<file path="config.mk">
export PLATFORM = sky130hd
export DESIGN_NAME = alu_sequencer_flat
export DESIGN_NICKNAME = d
export VERILOG_FILES = /design/src/rtl/alu_sequencer_if.sv /design/src/rtl/alu_sequencer.sv /design/src/flat_wrapper.sv
export SDC_FILE = /design/constraint.sdc
export NUM_CORES = 1
export LEC_CHECK = 0
export ABC_AREA = 1
export CORE_ASPECT_RATIO = 0.75
export CORE_UTILIZATION = 50
export CTS_CLUSTER_SIZE = 12
export DETAILED_ROUTE_END_ITERATION = 12
export PLACE_DENSITY = 0.9
export RECOVER_POWER = 100
export SLEW_MARGIN = 40
export SYNTH_ARGS = -nofsm -noshare
export SYNTH_HDL_FRONTEND = slang
export SYNTH_SLANG_ARGS = --single-unit
</file>
<file path="constraint.sdc">
create_clock -name clk -period 22.2 [get_ports clk]
set_clock_uncertainty 0.15 [all_clocks]
set_input_delay 3.33 -clock clk [delete_from_list [all_inputs] [get_ports clk]]
set_output_delay 3.33 -clock clk [all_outputs]
set_load 0.01 [all_outputs]
</file>
<file path="src/rtl/alu_sequencer_if.sv">
// Request/response handshake bundle between the issue logic and alu_sequencer.
interface alu_sequencer_if;
   logic        req_valid;
   logic        req_ready;
   logic [13:0] req_cntl;
   logic [31:0] req_opnd0;
   logic [31:0] req_opnd1;
   logic        rsp_valid;
   logic        rsp_ready;
   logic [31:0] rsp_result;
   logic [31:0] rsp_remainder;
   logic [6:0]  rsp_status;
   logic        rsp_div_zero;

   // Requester / response consumer side
   modport master (
      output req_valid, req_cntl, req_opnd0, req_opnd1, rsp_ready,
      input  req_ready, rsp_valid, rsp_result, rsp_remainder, rsp_status, rsp_div_zero
   );

   // Sequencer side
   modport slave (
      input  req_valid, req_cntl, req_opnd0, req_opnd1, rsp_ready,
      output req_ready, rsp_valid, rsp_result, rsp_remainder, rsp_status, rsp_div_zero
   );
endinterface

</file>
<file path="src/rtl/alu_sequencer.sv">
// Issue-side controller for the execute-stage ALU: registers ALU inputs,
// captures results, owns the flags register and runs a 32-step restoring divide.
module alu_sequencer (
   input  logic                  clk,
   input  logic                  rst,
   alu_sequencer_if.slave        bus,
   output logic [6:0]            flags,
   input  logic                  flags_ld,
   input  logic [6:0]            flags_ld_data,
   output logic [13:0]           alu_cntl,
   output logic [31:0]           alu_opnd0,
   output logic [31:0]           alu_opnd1,
   output logic [6:0]            alu_status_in,
   input  logic [31:0]           alu_result,
   input  logic [6:0]            alu_status_out
);
   // Control-word bit positions (ALU_* in defines.v)
   localparam int ALU_OP_ADD    = 0;
   localparam int ALU_OP_SUB    = 1;
   localparam int ALU_OP_AND    = 2;
   localparam int ALU_OP_OR     = 3;
   localparam int ALU_OP_XOR    = 4;
   localparam int ALU_OP_MUL    = 5;
   localparam int ALU_NO_WR     = 7;

   localparam logic [13:0] OP_MASK = (14'd1 << ALU_OP_ADD) | (14'd1 << ALU_OP_SUB) |
                                     (14'd1 << ALU_OP_AND) | (14'd1 << ALU_OP_OR)  |
                                     (14'd1 << ALU_OP_XOR) | (14'd1 << ALU_OP_MUL);

   typedef enum logic [1:0] {IDLE, EXEC, DIV, RESP} state_t;

   state_t      state, state_nxt;
   logic        accept, exec_cap, div_step, div_last, rsp_done;
   logic        is_div, div_by_zero;

   logic [13:0] cntl_q;
   logic [31:0] opnd0_q, opnd1_q;
   logic [31:0] rem_q, quo_q;
   logic [4:0]  step_q;
   logic [6:0]  flags_q;
   logic [31:0] rsp_result_q, rsp_remainder_q;
   logic [6:0]  rsp_status_q;
   logic        rsp_div_zero_q;

   logic [32:0] div_s;
   logic        div_ge;
   logic [31:0] div_r, div_q;

   assign is_div      = ~|(bus.req_cntl & OP_MASK);
   assign div_by_zero = (bus.req_opnd1 == '0);

   // One restoring-divide step; the partial remainder is always below the
   // 32-bit divisor, so only the shifted-in value needs the 33rd bit.
   always_comb begin
      div_s  = {rem_q, quo_q[31]};
      div_ge = (div_s >= {1'b0, opnd1_q});
      div_r  = div_ge ? 32'(div_s - {1'b0, opnd1_q}) : div_s[31:0];
      div_q  = {quo_q[30:0], div_ge};
   end

   // State register
   always_ff @(posedge clk or posedge rst) begin
      if (rst) state <= IDLE;
      else     state <= state_nxt;
   end

   // Next-state and per-cycle control strobes
   always_comb begin
      state_nxt = state;
      accept    = 1'b0;
      exec_cap  = 1'b0;
      div_step  = 1'b0;
      div_last  = 1'b0;
      rsp_done  = 1'b0;
      case (state)
         IDLE: if (bus.req_valid) begin
            accept = 1'b1;
            if (!is_div)          state_nxt = EXEC;
            else if (div_by_zero) state_nxt = RESP;
            else                  state_nxt = DIV;
         end
         EXEC: begin
            exec_cap  = 1'b1;
            state_nxt = RESP;
         end
         DIV: begin
            div_step = 1'b1;
            if (step_q == 5'd31) begin
               div_last  = 1'b1;
               state_nxt = RESP;
            end
         end
         RESP: if (bus.rsp_ready) begin
            rsp_done  = 1'b1;
            state_nxt = IDLE;
         end
         default: state_nxt = IDLE;
      endcase
   end

   // Operand latch, divider iteration and response capture
   always_ff @(posedge clk or posedge rst) begin
      if (rst) begin
         cntl_q          <= '0;
         opnd0_q         <= '0;
         opnd1_q         <= '0;
         rem_q           <= '0;
         quo_q           <= '0;
         step_q          <= '0;
         rsp_result_q    <= '0;
         rsp_remainder_q <= '0;
         rsp_status_q    <= '0;
         rsp_div_zero_q  <= 1'b0;
      end else begin
         if (accept) begin
            cntl_q  <= bus.req_cntl;
            opnd0_q <= bus.req_opnd0;
            opnd1_q <= bus.req_opnd1;
            rem_q   <= '0;
            quo_q   <= bus.req_opnd0;
            step_q  <= '0;
            if (is_div && div_by_zero) begin
               rsp_result_q    <= '1;
               rsp_remainder_q <= bus.req_opnd0;
               rsp_status_q    <= flags_q;
               rsp_div_zero_q  <= 1'b1;
            end
         end
         if (exec_cap) begin
            rsp_result_q    <= alu_result;
            rsp_remainder_q <= '0;
            rsp_status_q    <= alu_status_out;
         end
         if (div_step) begin
            rem_q  <= div_r;
            quo_q  <= div_q;
            step_q <= step_q + 5'd1;
         end
         if (div_last) begin
            rsp_result_q    <= cntl_q[ALU_NO_WR] ? '0 : div_q;
            rsp_remainder_q <= cntl_q[ALU_NO_WR] ? '0 : div_r;
            rsp_status_q    <= flags_q;
         end
         if (rsp_done) rsp_div_zero_q <= 1'b0;
      end
   end

   // Architectural flags: explicit loads take priority over ALU status capture
   always_ff @(posedge clk or posedge rst) begin
      if (rst)           flags_q <= '0;
      else if (flags_ld) flags_q <= flags_ld_data;
      else if (exec_cap) flags_q <= alu_status_out;
   end

   assign bus.req_ready     = (state == IDLE);
   assign bus.rsp_valid     = (state == RESP);
   assign bus.rsp_result    = rsp_result_q;
   assign bus.rsp_remainder = rsp_remainder_q;
   assign bus.rsp_status    = rsp_status_q;
   assign bus.rsp_div_zero  = rsp_div_zero_q;

   assign flags         = flags_q;
   assign alu_status_in = flags_q;
   assign alu_cntl      = cntl_q;
   assign alu_opnd0     = opnd0_q;
   assign alu_opnd1     = opnd1_q;
endmodule

</file>
<file path="src/flat_wrapper.sv">
// flat-port wrapper written by rule: the top's interface ports become plain ports
module alu_sequencer_flat 
  (clk, rst, flags, flags_ld, flags_ld_data, alu_cntl, alu_opnd0, alu_opnd1, alu_status_in, alu_result, alu_status_out, bus_req_valid, bus_req_cntl, bus_req_opnd0, bus_req_opnd1, bus_rsp_ready, bus_req_ready, bus_rsp_valid, bus_rsp_result, bus_rsp_remainder, bus_rsp_status, bus_rsp_div_zero);
  alu_sequencer_if bus_i ();
  input  logic clk;
  input  logic rst;
  output logic [6:0] flags;
  input  logic flags_ld;
  input  logic [6:0] flags_ld_data;
  output logic [13:0] alu_cntl;
  output logic [31:0] alu_opnd0;
  output logic [31:0] alu_opnd1;
  output logic [6:0] alu_status_in;
  input  logic [31:0] alu_result;
  input  logic [6:0] alu_status_out;
  input wire logic [$bits(bus_i.req_valid)-1:0] bus_req_valid;
  input wire logic [$bits(bus_i.req_cntl)-1:0] bus_req_cntl;
  input wire logic [$bits(bus_i.req_opnd0)-1:0] bus_req_opnd0;
  input wire logic [$bits(bus_i.req_opnd1)-1:0] bus_req_opnd1;
  input wire logic [$bits(bus_i.rsp_ready)-1:0] bus_rsp_ready;
  output wire logic [$bits(bus_i.req_ready)-1:0] bus_req_ready;
  output wire logic [$bits(bus_i.rsp_valid)-1:0] bus_rsp_valid;
  output wire logic [$bits(bus_i.rsp_result)-1:0] bus_rsp_result;
  output wire logic [$bits(bus_i.rsp_remainder)-1:0] bus_rsp_remainder;
  output wire logic [$bits(bus_i.rsp_status)-1:0] bus_rsp_status;
  output wire logic [$bits(bus_i.rsp_div_zero)-1:0] bus_rsp_div_zero;
  assign bus_i.req_valid = bus_req_valid;
  assign bus_i.req_cntl = bus_req_cntl;
  assign bus_i.req_opnd0 = bus_req_opnd0;
  assign bus_i.req_opnd1 = bus_req_opnd1;
  assign bus_i.rsp_ready = bus_rsp_ready;
  assign bus_req_ready = bus_i.req_ready;
  assign bus_rsp_valid = bus_i.rsp_valid;
  assign bus_rsp_result = bus_i.rsp_result;
  assign bus_rsp_remainder = bus_i.rsp_remainder;
  assign bus_rsp_status = bus_i.rsp_status;
  assign bus_rsp_div_zero = bus_i.rsp_div_zero;
  alu_sequencer u_core (.clk(clk), .rst(rst), .bus(bus_i), .flags(flags), .flags_ld(flags_ld), .flags_ld_data(flags_ld_data), .alu_cntl(alu_cntl), .alu_opnd0(alu_opnd0), .alu_opnd1(alu_opnd1), .alu_status_in(alu_status_in), .alu_result(alu_result), .alu_status_out(alu_status_out));
endmodule
</file>
==> results.md, run 1 <==
* Status: complete, but fails checks
* Failing checks: max-capacitance violations, max-slew violations
* R2r startpoint: u_core.state[0]
* Antenna violations before repair at 0
* Antenna diode instance count at 0
* IO Pins at 295
* Post-CTS Hold Buffers at 0
* Maximum fanout along the worst path at 78
* Synth cell types at 37
* Critical Path Stages at 9
* Worst Hold Depth at 2
* Unrepaired setup endpoints after global routing: no
* Die H at 141 µm
* Critical path buffer and inverter count at 4
* Drt drc at 0
* DRT iter0 DRCs at 1133
* Filler cell count at 2065
* Via/cell ratio at 5.55
* Max stage delay on crit path at 2670 ps
* Clk Latency, worst-skew pair at 540 ps
* Rel. slew slack at -1.71
* Class of the worst hold path: flop to flop
* Crit path time final at 9490 ps
* Pin slew with the least headroom to its limit at 4070 ps
* Cell area power density at 171 nW/µm²
* Share of cells above drive strength 1 at 0.0404
* CP top delay family: buffers and inverters
* Data required, critical path at 22490 ps
* Seq/Total Area, Yosys at 0.441
* Finish-stage setup viols at 0
* Slowest stage cell, crit path: clkbuf_1
* Setup TNS at 0 ps
* Worst Hold Launch: u_core.alu_cntl[6]
* Max cap viols at 8
* Post-CTS resize count at 0
* Root Driver: clkbuf_16
* Post-Syn Instances at 1740
* Total GRT Usage at 0.315
* Hold Vio Cnt, Final at 0
* GP Congestion at 1.01
* Initial Utilization at 0.513
* PortBufs at 294
* DRT antenna net count at 0
* Avg Inst Size Synth at 7.44 µm²
* WHS at 325 ps
* # rows at 50
* Syn nets at 1908
* Critical path endpoint category: flop
* Number of global-route vias before repair at 12400
* Fin. max-slew vios at 472
* Critical path arrival at 9780 ps
* FF-to-FF path depth at 10
* Synth-to-layout area growth at 29.2%
* Die width at 188 µm
* Ys Warns at 0
* Crit path cell chain: dlygate4sd3_1, nand2_1, inv_1, clkbuf_1, nand3_1, nand2_2, clkbuf_1, o21ai_0, o21ai_0
* Most common cell after layout, fill and taps aside: nand2_1
* Reg clk slew, reported paths at 60 ps
* Sink Count at 228
* Pin count of the biggest net entering global routing at 87
* VDD IR max at 0.0874 mV
* Synth Register Bits at 228
* Drt total wl at 42100 µm
* Core area at 25200 µm²
* Worst setup path startpoint: bus_req_valid
* Tcrit/Tclk final at 0.427
* GR Overflow Total at 0
* Post-CTS setup buffers at 0
* Worst Setup Start Kind: input port
* Post-route cell area at 16700 µm²
* CTS Buffer Depth at 3
* Area after DPL at 16000 µm²
* CTS tree: done
* Via count at 13000
* Drt pass-1 iters at 5
* Final net count at 2156
* Worst setup path class: input port to flop
* Static leakage at 8.36 nW
* Drt wl/cell at 18.0 µm
* Cell area after synthesis at 12900 µm²
* Most frequent cells in the layout: nand2_1, inv_1, dfrtp_1, dlygate4sd3_1, o21ai_0
* CTS buffer count at 24
* DP Wirelength at 30700 µm
* First-pass GRT wire length at 66600 µm
* Max Clk Rate at 0.105 GHz
* Die area at 26500 µm²
* H-Tree Depth at 1
-- metrics by stage --
stage                     cells   util  total power, W  worst slack [ps]
final                      2342  0.663         0.00286             12710
after floorplan            1740      -         0.00187             12470
after detailed placement   2298  0.636         0.00250             16040
after CTS                  2340  0.664         0.00289             16560
after global placement     2298  0.635         0.00244             16160
after global routing       2342  0.663         0.00308             11460
-- area by class of cell --
cell class / instances / area, µm² / share of cell area
inverter: 296 / 1110 / 0.0665
clock buffer: 39 / 697 / 0.0417
multi-input combinational: 1131 / 5730 / 0.343
clock inverter: 3 / 26.3 / 0.00157
timing repair buffer: 307 / 3030 / 0.181
tap: 338 / 423 / 0.0253
sequential: 228 / 5710 / 0.341
-- routing by layer --
| layer | track usage | routed length, µm |
|---|---|---|
| met5 | 0 | 0 |
| met2 | 0.488 | 18800 |
| met3 | 0.0579 | 3530 |
| met1 | 0.448 | 18400 |
| met4 | 0.0997 | 1340 |
-- worst paths after layout --
path | to | slack (ps)
max in group asynchronous | u_core.quo_q[30] | 12730
min reg2reg | u_core.alu_cntl[6] | 330
min in group asynchronous | u_core.bus.rsp_remainder[25] | 4210
min | u_core.alu_cntl[6] | 330
max reg2reg | u_core.bus.rsp_result[0] | 15280
max | u_core.bus.rsp_result[0] | 12710
-- where the power goes --
group          switching, W  total [W]  internal, W  leakage, nW
Clock              0.000166   0.000380     0.000214        0.352
Sequential         0.000135   0.000753     0.000618         2.81
Combinational       0.00107    0.00172     0.000652         5.20
Total               0.00137    0.00286      0.00148         8.36
-- sequential cells by signal (all words and copies together) (netlist names) --
name,count
u_core.step_q,5
u_core.bus.rsp_div_zero,1
u_core.quo_q,32
u_core.alu_status_in,7
u_core.alu_cntl,14
u_core.rem_q,32
u_core.bus.rsp_result,32
u_core.alu_opnd1,32
u_core.bus.rsp_remainder,32
u_core.state,2
u_core.alu_opnd0,32
u_core.bus.rsp_status,7
-- Yosys cell counts, drive strengths merged --
cell type	number	area, µm²
o21bai	1	7.51
ha	38	475
xnor2	15	131
nand4	9	56.3
nand3	180	1000
buf	30	206
inv	296	1110
o221ai	33	289
or2	1	6.26
fa	1	20.0
a22o	1	8.76
nand3b	1	7.51
o211ai	31	233
a22oi	1	7.51
a31oi	7	43.8
nor3	13	70.1
o22ai	1	6.26
dfrtp	228	5710
nor2	92	365
and2	4	25.0
a21oi	55	283
nand2	481	1850
o21ai	166	831
clkbuf	55	206
-- tightest hold or removal path, stage by stage (launching register included) --
cell and delay [ps]:
dfrtp_1 340, nand2_1 50, nand2_1 50
-- kinds of logic (layout without fill, tap and decap cells) --
kind of cell | after synthesis | count (layout) | share of synthesized area
compound gates | 296 | 296 | 0.132
xor+xnor | 15 | 15 | 0.0102
fa+ha+maj | 39 | 39 | 0.0383
buf+inv | 381 | 645 | 0.118
flops | 228 | 228 | 0.441
simple gates | 781 | 781 | 0.261
(Power assumes the default switching activity.)
==> run 2: changes to the inputs <==
--- a/config.mk
+++ b/config.mk
@@ -7,10 +7,10 @@
 export LEC_CHECK = 0
 export ABC_AREA = 1
 export CORE_ASPECT_RATIO = 0.75
-export CORE_UTILIZATION = 50
+export CORE_UTILIZATION = 46
 export CTS_CLUSTER_SIZE = 12
 export DETAILED_ROUTE_END_ITERATION = 12
-export PLACE_DENSITY = 0.9
+export PLACE_DENSITY = 0.87
 export RECOVER_POWER = 100
 export SLEW_MARGIN = 40
 export SYNTH_ARGS = -nofsm -noshare
==> constraint.sdc (replaced) <==
create_clock -name clk -period 7.7 [get_ports clk]
set_clock_uncertainty 0.15 [all_clocks]
set_input_delay 1.155 -clock clk [delete_from_list [all_inputs] [get_ports clk]]
set_output_delay 1.155 -clock clk [all_outputs]
set_load 0.01 [all_outputs]
==> results.md, run 2 (same netlist as run 1, synthesis figures left out) <==
* Most common cell after layout, fill and taps aside: nand2_1
* Tcrit/Tclk final at 0.699
* Data required, critical path at 7880 ps
* Drt total wl at 41700 µm
* Crit path time final at 5380 ps
* Initial Utilization at 0.474
* IO Pins at 295
* Fin. max-slew vios at 160
* Critical path's most frequent cell: inv_1
* Status: complete, but fails checks
* CP top delay family: buffers and inverters
* DRT antenna net count at 0
* Internal Power at 0.00429 W
* Die width at 196 µm
* Sw Share at 0.480
* # rows at 52
* Clock Power Share at 0.136
* Final net count at 2154
* Setup TNS at 0 ps
* Synth-to-layout area growth at 29.7%
* GP Congestion at 0.956
* Reg clk slew, reported paths at 60 ps
* PortBufs at 294
* Post-CTS setup buffers at 0
* Antenna diode instance count at 0
* Hold Vio Cnt, Final at 0
* R2r endpoint: u_core.quo_q[19]
* Critical path buffer and inverter count at 3
* Post-CTS resize count at 0
* GR Overflow Total at 0
* Multi-input gate area at 5730 µm²
* Core area at 27300 µm²
* Share of the core filled with cells at 0.615
* Share of cells above drive strength 1 at 0.0440
* Cell area power density at 490 nW/µm²
* Worst setup path class: flop to flop
* FF-to-FF path depth at 6
* Slowest stage cell, crit path: clkbuf_1
* Sink Count at 228
* Sequential share of power at 0.264
* CTS tree: done
* Critical Path Stages at 6
* Die area at 28800 µm²
* Pin count of the biggest net entering global routing at 85
* Drt pass-1 iters at 7
* Via count at 12800
* Rel. slew slack at -0.893
* Unrepaired setup endpoints after global routing: no
* Pin slew with the least headroom to its limit at 2820 ps
* Max stage delay on crit path at 1610 ps
* Antenna violations before repair at 0
* Critical path endpoint category: flop
* Worst setup path startpoint: u_core.state[0]
* Via/cell ratio at 5.45
* Worst Setup Start Kind: flop
* Filler cell count at 2388
* Hold EP: u_core.alu_opnd0[11]
* Register area at 5710 µm²
* Root Driver: clkbuf_16
* Most frequent cells in the layout: nand2_1, inv_1, dfrtp_1, dlygate4sd3_1, o21ai_0
* Drt wl/cell at 17.8 µm
* CTS buffer count at 24
* R2r startpoint: u_core.state[0]
* Critical path arrival at 5560 ps
* Sw Pwr at 0.00395 W
* Die H at 147 µm
* Worst Hold Depth at 2
* Crit path cell chain: inv_1, ha_1, clkbuf_1, inv_1, nand2_1, o221ai_1
* Max cap viols at 3
* Clk Latency, worst-skew pair at 520 ps
* Number of global-route vias before repair at 12300
* DRT iter0 DRCs at 1079
* Failing checks: max-capacitance violations, max-slew violations
* Combinational share of power at 0.600
* Minimum setup slack among reg-to-reg paths at 2320 ps
* Static leakage at 8.40 nW
* Finish-stage setup viols at 0
* Post-CTS Hold Buffers at 0
* DP Wirelength at 30800 µm
* CTS Buffer Depth at 3
* Drt drc at 0
* Class of the worst hold path: flop to flop
* VDD IR max at 0.251 mV
* First-pass GRT wire length at 66600 µm
* Max Clk Rate at 0.186 GHz
* Total GRT Usage at 0.291
* Worst Hold Launch: u_core.alu_opnd0[11]
* H-Tree Depth at 1
* Maximum fanout along the worst path at 42
[run 2: cell types whose count changed in the layout (fill, tap and decap cells not counted), sizes merged]
cell and delta:
clkbuf -10, buf +5, clkdlybuf4s50 +1, dlygate4sd3 -1, inv -1
[run 2: final cells by class]
| cell class | count | area share |
|---|---|---|
| clock inverter | 2 | 0.000596 |
| multi-input combinational | 1131 | 0.341 |
| timing repair buffer | 305 | 0.182 |
| sequential | 228 | 0.340 |
| clock buffer | 36 | 0.0439 |
| inverter | 296 | 0.0662 |
| tap | 351 | 0.0262 |
[run 2: worst max path at each step]
stage,end,slack [ps]
2_1_floorplan,u_core.alu_cntl[0],150
3_3_place_gp,u_core.bus.rsp_result[0],3370
3_5_place_dp,u_core.bus.rsp_result[0],3310
4_1_cts,u_core.bus.rsp_result[0],3820
5_1_grt,u_core.quo_q[19],1830
6_report,u_core.quo_q[19],2320
[run 2: stage by stage]
step	power, W	setup slack (ps)	hold WS [ps]	cells	cell area, µm²
floorplan	0.00538	147	308	1740	12900
global placement	0.00704	3370	312	2309	16000
detailed placement	0.00720	3310	315	2310	16000
CTS	0.00837	3820	336	2348	16800
global route	0.00892	1830	355	2349	16800
finish	0.00823	2320	326	2349	16800
[run 2: routing by layer]
layer / wire, µm / share of wire / track usage / vias to the layer above
li1: - / - / - / 6063
met1: 18400 / 0.44 / 0.417 / 6069
met2: 18700 / 0.45 / 0.456 / 593
met3: 3510 / 0.084 / 0.0487 / 72
met4: 1060 / 0.025 / 0.0781 / 0
met5: 0 / 0 / 0 / -
[run 2: worst register-to-register path, cell delays in order, from the launching register on]
cell      delay (ps)
dfrtp_1          400
inv_1            110
ha_1             170
clkbuf_1        1610
inv_1           1250
nand2_1         1230
o221ai_1         260
[run 2: power by group through the flow]
stage	Combinational, W	Sequential [W]	Clock [W]
3_3_place_gp	0.00487	0.00217	0
6_report	0.00494	0.00217	0.00112
3_5_place_dp	0.00501	0.00218	0
4_1_cts	0.00505	0.00218	0.00114
5_1_grt	0.00550	0.00224	0.00119
2_1_floorplan	0.00312	0.00226	0
